$ cat src/rtl/reset_seq_pkg.sv
// Shared types and sizing helpers for the reset domain sequencer.
package reset_seq_pkg;

    typedef enum logic [1:0] {
        S_HOLD    = 2'd0,
        S_RELEASE = 2'd1,
        S_RUN     = 2'd2,
        S_ASSERT  = 2'd3
    } seq_state_t;

    // The counter must hold the larger of the two terminal counts.
    function automatic int cnt_width(input int hold, input int delay);
        int m;
        m = (hold > delay) ? hold : delay;
        return $clog2(m + 1);
    endfunction

endpackage

$ cat src/rtl/seq_timer.sv
// Loadable up-counter with a terminal-count flag, shared by every timed phase.
module seq_timer #(
    parameter int W = 8
) (
    input  logic         CLOCK,
    input  logic         RESET,
    input  logic         load,
    input  logic         en,
    input  logic [W-1:0] tc_value,
    output logic         tc
);

    logic [W-1:0] count;

    always_ff @(posedge CLOCK) begin
        if (RESET || load) begin
            count <= '0;
        end else if (en) begin
            count <= count + 1'b1;
        end
    end

    assign tc = (count == tc_value);

endmodule

$ cat src/rtl/reset_domain_sequencer.sv
// Releases reset domains upward after a hold period and asserts them downward
// on any reset request, recording the cause of every request.
module reset_domain_sequencer
    import reset_seq_pkg::*;
#(
    parameter int P_DOMAINS = 4,
    parameter int P_REQS    = 3,
    parameter int P_HOLD    = 16,
    parameter int P_DELAY   = 100
) (
    input  logic                 CLOCK,
    input  logic                 RESET,
    input  logic [P_REQS-1:0]    RST_REQ,
    input  logic                 CAUSE_CLR,
    output logic [P_DOMAINS-1:0] DOMAIN_RESET_N,
    output logic [P_REQS-1:0]    RST_CAUSE,
    output logic                 SEQ_DONE,
    output logic                 BUSY,
    output seq_state_t           DBG_STATE
);

    localparam int CW = cnt_width(P_HOLD, P_DELAY);
    localparam int IW = (P_DOMAINS > 1) ? $clog2(P_DOMAINS) : 1;
    localparam logic [CW-1:0] HOLD_TC  = CW'(P_HOLD - 1);
    localparam logic [CW-1:0] DELAY_TC = CW'(P_DELAY - 1);
    localparam logic [IW-1:0] IDX_TOP  = IW'(P_DOMAINS - 1);

    seq_state_t           state_q, state_d;
    logic [IW-1:0]        index_q, index_d;
    logic [P_DOMAINS-1:0] drn_q, drn_d;
    logic                 done_q, done_d;
    logic                 busy_q;
    logic                 asrt_last_q, asrt_last_d;
    logic                 pend_q, pend_d;
    logic [P_REQS-1:0]    cause_q;

    logic                 req_any;
    logic                 start_asrt;
    logic                 tmr_load;
    logic                 tmr_en;
    logic                 tmr_tc;
    logic [CW-1:0]        tmr_tc_value;
    logic [IW-1:0]        idx_up;
    logic [IW-1:0]        idx_dn;

    assign req_any = |RST_REQ;
    assign idx_up  = index_q + 1'b1;
    assign idx_dn  = index_q - 1'b1;

    seq_timer #(.W(CW)) u_timer (
        .CLOCK    (CLOCK),
        .RESET    (RESET),
        .load     (tmr_load),
        .en       (tmr_en),
        .tc_value (tmr_tc_value),
        .tc       (tmr_tc)
    );

    // index_q is the highest released domain in RELEASE/RUN and the next
    // domain to assert in ASSERT; asrt_last_q marks that domain 0 is down.
    always_comb begin
        state_d      = state_q;
        index_d      = index_q;
        drn_d        = drn_q;
        done_d       = done_q;
        asrt_last_d  = asrt_last_q;
        pend_d       = pend_q;
        start_asrt   = 1'b0;
        tmr_load     = 1'b0;
        tmr_en       = 1'b0;
        tmr_tc_value = (state_q == S_HOLD) ? HOLD_TC : DELAY_TC;

        case (state_q)
            S_HOLD: begin
                if (req_any) begin
                    tmr_load = 1'b1;
                end else if (tmr_tc) begin
                    tmr_load = 1'b1;
                    drn_d[0] = 1'b1;
                    index_d  = '0;
                    if (P_DOMAINS == 1) begin
                        state_d = S_RUN;
                        done_d  = 1'b1;
                    end else begin
                        state_d = S_RELEASE;
                    end
                end else begin
                    tmr_en = 1'b1;
                end
            end
            S_RELEASE: begin
                // The final release always completes; a coincident request is
                // remembered so the shutdown starts on the following edge.
                if (tmr_tc && (idx_up == IDX_TOP)) begin
                    tmr_load      = 1'b1;
                    drn_d[idx_up] = 1'b1;
                    index_d       = idx_up;
                    state_d       = S_RUN;
                    done_d        = 1'b1;
                    pend_d        = req_any;
                end else if (req_any) begin
                    start_asrt = 1'b1;
                end else if (tmr_tc) begin
                    tmr_load      = 1'b1;
                    drn_d[idx_up] = 1'b1;
                    index_d       = idx_up;
                end else begin
                    tmr_en = 1'b1;
                end
            end
            S_RUN: begin
                if (req_any || pend_q) begin
                    start_asrt = 1'b1;
                    pend_d     = 1'b0;
                    done_d     = 1'b0;
                end
            end
            S_ASSERT: begin
                if (asrt_last_q) begin
                    state_d     = S_HOLD;
                    tmr_load    = 1'b1;
                    asrt_last_d = 1'b0;
                end else if (tmr_tc) begin
                    tmr_load       = 1'b1;
                    drn_d[index_q] = 1'b0;
                    if (index_q == '0) begin
                        asrt_last_d = 1'b1;
                    end else begin
                        index_d = idx_dn;
                    end
                end else begin
                    tmr_en = 1'b1;
                end
            end
            default: begin
                state_d = S_HOLD;
            end
        endcase

        if (start_asrt) begin
            drn_d[index_q] = 1'b0;
            tmr_load       = 1'b1;
            tmr_en         = 1'b0;
            state_d        = S_ASSERT;
            if (index_q == '0) begin
                asrt_last_d = 1'b1;
            end else begin
                asrt_last_d = 1'b0;
                index_d     = idx_dn;
            end
        end
    end

    always_ff @(posedge CLOCK) begin
        if (RESET) begin
            state_q     <= S_HOLD;
            index_q     <= '0;
            drn_q       <= '0;
            done_q      <= 1'b0;
            busy_q      <= 1'b1;
            asrt_last_q <= 1'b0;
            pend_q      <= 1'b0;
        end else begin
            state_q     <= state_d;
            index_q     <= index_d;
            drn_q       <= drn_d;
            done_q      <= done_d;
            busy_q      <= (state_d != S_RUN);
            asrt_last_q <= asrt_last_d;
            pend_q      <= pend_d;
        end
    end

    // A set on the same cycle as a clear keeps that bit set.
    always_ff @(posedge CLOCK) begin
        if (RESET) begin
            cause_q <= '0;
        end else begin
            cause_q <= (cause_q & ~{P_REQS{CAUSE_CLR}}) | RST_REQ;
        end
    end

    assign DOMAIN_RESET_N = drn_q;
    assign RST_CAUSE      = cause_q;
    assign SEQ_DONE       = done_q;
    assign BUSY           = busy_q;
    assign DBG_STATE      = state_q;

endmodule

$ cat config.mk
export PLATFORM = sky130hd
export DESIGN_NAME = reset_domain_sequencer
export DESIGN_NICKNAME = d
export VERILOG_FILES = /design/src/rtl/reset_seq_pkg.sv /design/src/rtl/seq_timer.sv /design/src/rtl/reset_domain_sequencer.sv
export SDC_FILE = /design/constraint.sdc
export NUM_CORES = 1
export LEC_CHECK = 0
export BUFFER_PORTS_ARGS = -buffer_cell sky130_fd_sc_hd__buf_4
export CAP_MARGIN = 20
export CORE_MARGIN = 1.5
export CORE_UTILIZATION = 45
export CTS_CLUSTER_DIAMETER = 40
export DETAILED_ROUTE_END_ITERATION = 12
export GPL_ROUTABILITY_DRIVEN = 0
export PLACE_DENSITY = 0.75
export REMOVE_ABC_BUFFERS = 1
export SLEW_MARGIN = 20
export SYNTH_ARGS = -nofsm -noshare
export SYNTH_HDL_FRONTEND = slang
export SYNTH_SLANG_ARGS = --single-unit
export TNS_END_PERCENT = 30
$ cat constraint.sdc
create_clock -name CLOCK -period 5.89 [get_ports CLOCK]
set_input_delay 0.2945 -clock CLOCK [delete_from_list [all_inputs] [get_ports CLOCK]]
set_output_delay 0.2945 -clock CLOCK [all_outputs]
set_load 0.03 [all_outputs]
==> results_dict.tcl <==
set metrics [dict create \
    synth_common_cells "dfxtp_1, a21oi_1, nor2_1" \
    worstSetupPathType "register to register" \
    reg2reg_from "DBG_STATE[1]$_SDFF_PP0_" \
    power.leakage_nw 0.623 \
    fin_worst_skew_ps 7.38 \
    cap_viol_max_count 0 \
    status "complete, no violations" \
    dp_slack_ps 3110 \
    gr-total-overflow 0 \
    wl_per_cell_um 16.3 \
    setup_viol 0 \
    cts_root_buf "clkbuf_4" \
    grtUsageMet2 0.352 \
    ys.flop_type "dfxtp_1" \
    clk_latency_ps 320 \
    dp_hpwl_um 2410 \
    n_antenna_cell 0 \
    rsz0062_at_grt "no" \
    post_route_cells_drive_above_1_share 0.185 \
    post_cts_resized 0 \
    period_minus_slack_ps 2850 \
    grt_busiest_layer "met2" \
    initial_core_util 0.487 \
    drv_slew 0 \
    cts_tree "built" \
    clkSinkCount 22 \
    syn_area_per_cell_sq_um 8.80 \
    htree_levels 1 \
    hold_viol_final 0 \
    grt_first_pass_wirelength_um 5490 \
    drtIter0Drc 53 \
    fp.dieH_um 58.6 \
    nNetsFinal 192 \
    hold_end "RST_CAUSE[0]$_SDFF_PP0_" \
    maxSlewHeadroom 0.503 \
    syn_to_final_growth_pct 13.2 \
    tightest_slew_ps 739 \
    yosysTopAreaCell "dfxtp_1" \
    grt_pass1_vias 1250 \
    crit_fanout 10 \
    routed_wl_um 3330 \
    ant_nets 0 \
    ys_types 50 \
    r2r_setup_slack_ps 3040 \
    grt_max_degree 17 \
    r2r_end "index_q[0]$_SDFF_PP0_" \
    fillers 273 \
    viasPerCell 6.25 \
    portBuffers 16 \
    grt_use_met1 0.240 \
    antenna_found_initial 0 \
    cts-hold-fix-buffers 0 \
    fmax_ghz 0.351 \
    startpoint_type "register" \
    num_rows 19 \
    worst_slack_ps 3040 \
    cts_setup_buffers 0 \
    design.core.area_sq_um 2850 \
    whs_path_depth 3 \
    critPathRequiredTime_ps 6140 \
    syn_area_sq_um 1390 \
    postSynthCellCount 158 \
    ff2ff_path_depth 10 \
    firstDrtPassIters 5 \
    cts_buffer_depth 2 \
    die-area_sq_um 3430 \
    endpoint_kind "register" \
    synth-edff-count 0 \
    fin_crit_sh 0.483 \
    ys.warnings.count 0 \
    yosysSeqAreaShare 0.317 \
    die_w_um 58.6 \
    synth.most_common_cell "dfxtp_1" \
    worst_hold_startpoint "RST_REQ[0]" \
    vias 1276 \
    yosys.area.top_type_share 0.317 \
    grtUsageTotal 0.206 \
    grt_use_met3 0.0396 \
    cts_made_buffers 3 \
    drc_errors 0 \
    io_pins 17 \
    finalSetupTns_ps 0 \
    critical_path_arrival_ps 3100 \
    synth_area_leaders "dfxtp_1, ha_1, a21oi_1, nor2_1, xor2_1" \
    vdd_ir_drop_max_uv 92.7 \
    path_clk_slew_ps 140 \
    power_density_nw_per_um2 182 \
    synthArstFlopShare 0 \
    hp-class "primary input to register" \
    ys_seq_elements 22 \
]
-- layer usage --
metal,wire length (um),vias up
met4,128,0
met5,0,-
met3,150,16
li1,-,617
met2,1620,43
met1,1430,600
-- final cells by class --
cell class / instances / area [sq um] / area share
well taps: 31 / 38.8 / 0.0246
flip-flops and latches: 22 / 440 / 0.280
clock buffers: 3 / 22.5 / 0.0143
multi-input cells: 124 / 896 / 0.569
repair buffers: 16 / 120 / 0.0763
inverters: 7 / 26.3 / 0.0167
clock inverters: 1 / 30.0 / 0.0191
-- flip-flops by register name, indices dropped and copies added (netlist names) --
register        cells
pend_q              1
SEQ_DONE            1
u_timer.count       7
RST_CAUSE           3
BUSY                1
DOMAIN_RESET_N      4
DBG_STATE           2
index_q             2
asrt_last_q         1
-- report_power, final --
part | leakage, nW | internal, mW | switching, mW
clock | 0.0279 | 0.0689 | 0.0509
combinational | 0.417 | 0.00583 | 0.00914
sequential | 0.178 | 0.150 | 0.000762
total | 0.623 | 0.225 | 0.0608
-- worst max-delay path, stage by stage, from the launching register on --
cell and delay, ps:
dfxtp_1 480, inv_1 110, ha_1 320, nand4b_4 230, or4_4 470, nand2_2 180
inv_1 110, ha_1 290, o211ai_1 170, o2111ai_1 160, a311oi_2 270
-- how the worst max path moves through the flow --
stage / start / end / slack, ps / cells after the start
2_1_floorplan: DBG_STATE[0]$_SDFF_PP0_ / index_q[0]$_SDFF_PP0_ / 3170 / 10
3_3_place_gp: DBG_STATE[1]$_SDFF_PP0_ / index_q[0]$_SDFF_PP0_ / 3270 / 10
3_5_place_dp: DBG_STATE[1]$_SDFF_PP0_ / index_q[0]$_SDFF_PP0_ / 3110 / 10
4_1_cts: DBG_STATE[1]$_SDFF_PP0_ / index_q[0]$_SDFF_PP0_ / 3050 / 10
5_1_grt: DBG_STATE[1]$_SDFF_PP0_ / index_q[0]$_SDFF_PP0_ / 2870 / 10
6_report: DBG_STATE[1]$_SDFF_PP0_ / index_q[0]$_SDFF_PP0_ / 3040 / 10
-- metrics by stage --
| step | power (mW) | cell area (sq um) | cells | utilization | hold slack (ps) |
|---|---|---|---|---|---|
| 2_1_floorplan | 0.161 | 1360 | 153 | - | 362 |
| 3_3_place_gp | 0.169 | 1520 | 200 | 0.533 | 469 |
| 3_5_place_dp | 0.169 | 1520 | 200 | 0.533 | 479 |
| 4_1_cts | 0.287 | 1570 | 204 | 0.552 | 179 |
| 5_1_grt | 0.297 | 1570 | 204 | 0.552 | 188 |
| 6_report | 0.286 | 1570 | 204 | 0.552 | 188 |
-- cell usage in the layout (no fill, tap or decap), types with 2 or more instances in the layout --
cell type / count
dfxtp_1: 22
buf_4: 16
a21oi_1: 13
nor2_1: 13
ha_1: 12
nand2_1: 10
inv_1: 7
nor3_1: 5
a31oi_1: 5
xor2_1: 5
o21ai_1: 4
nand2b_1: 3
or2_2: 3
a211oi_1: 3
o21ai_0: 3
clkbuf_4: 3
and3_1: 2
or3_1: 2
and2_1: 2
nor4_2: 2
mux2i_1: 2
a21o_1: 2
o21bai_1: 2
a22oi_1: 2
nand3_1: 2
o41ai_1: 2
a22o_1: 2
nand4_1: 2
-- cells by family after synthesis --
| kind of cell | count (synthesis) | share of synthesized area |
|---|---|---|
| AO/OA/AOI/OAI | 50 | 0.252 |
| AND/OR/NAND/NOR | 54 | 0.232 |
| flip-flops | 22 | 0.317 |
| buffers and inverters | 12 | 0.0387 |
| adder cells (fa/ha/maj) | 12 | 0.108 |
| XOR/XNOR | 6 | 0.0378 |
| multiplexers | 2 | 0.0144 |
(Power assumes the default switching activity.)
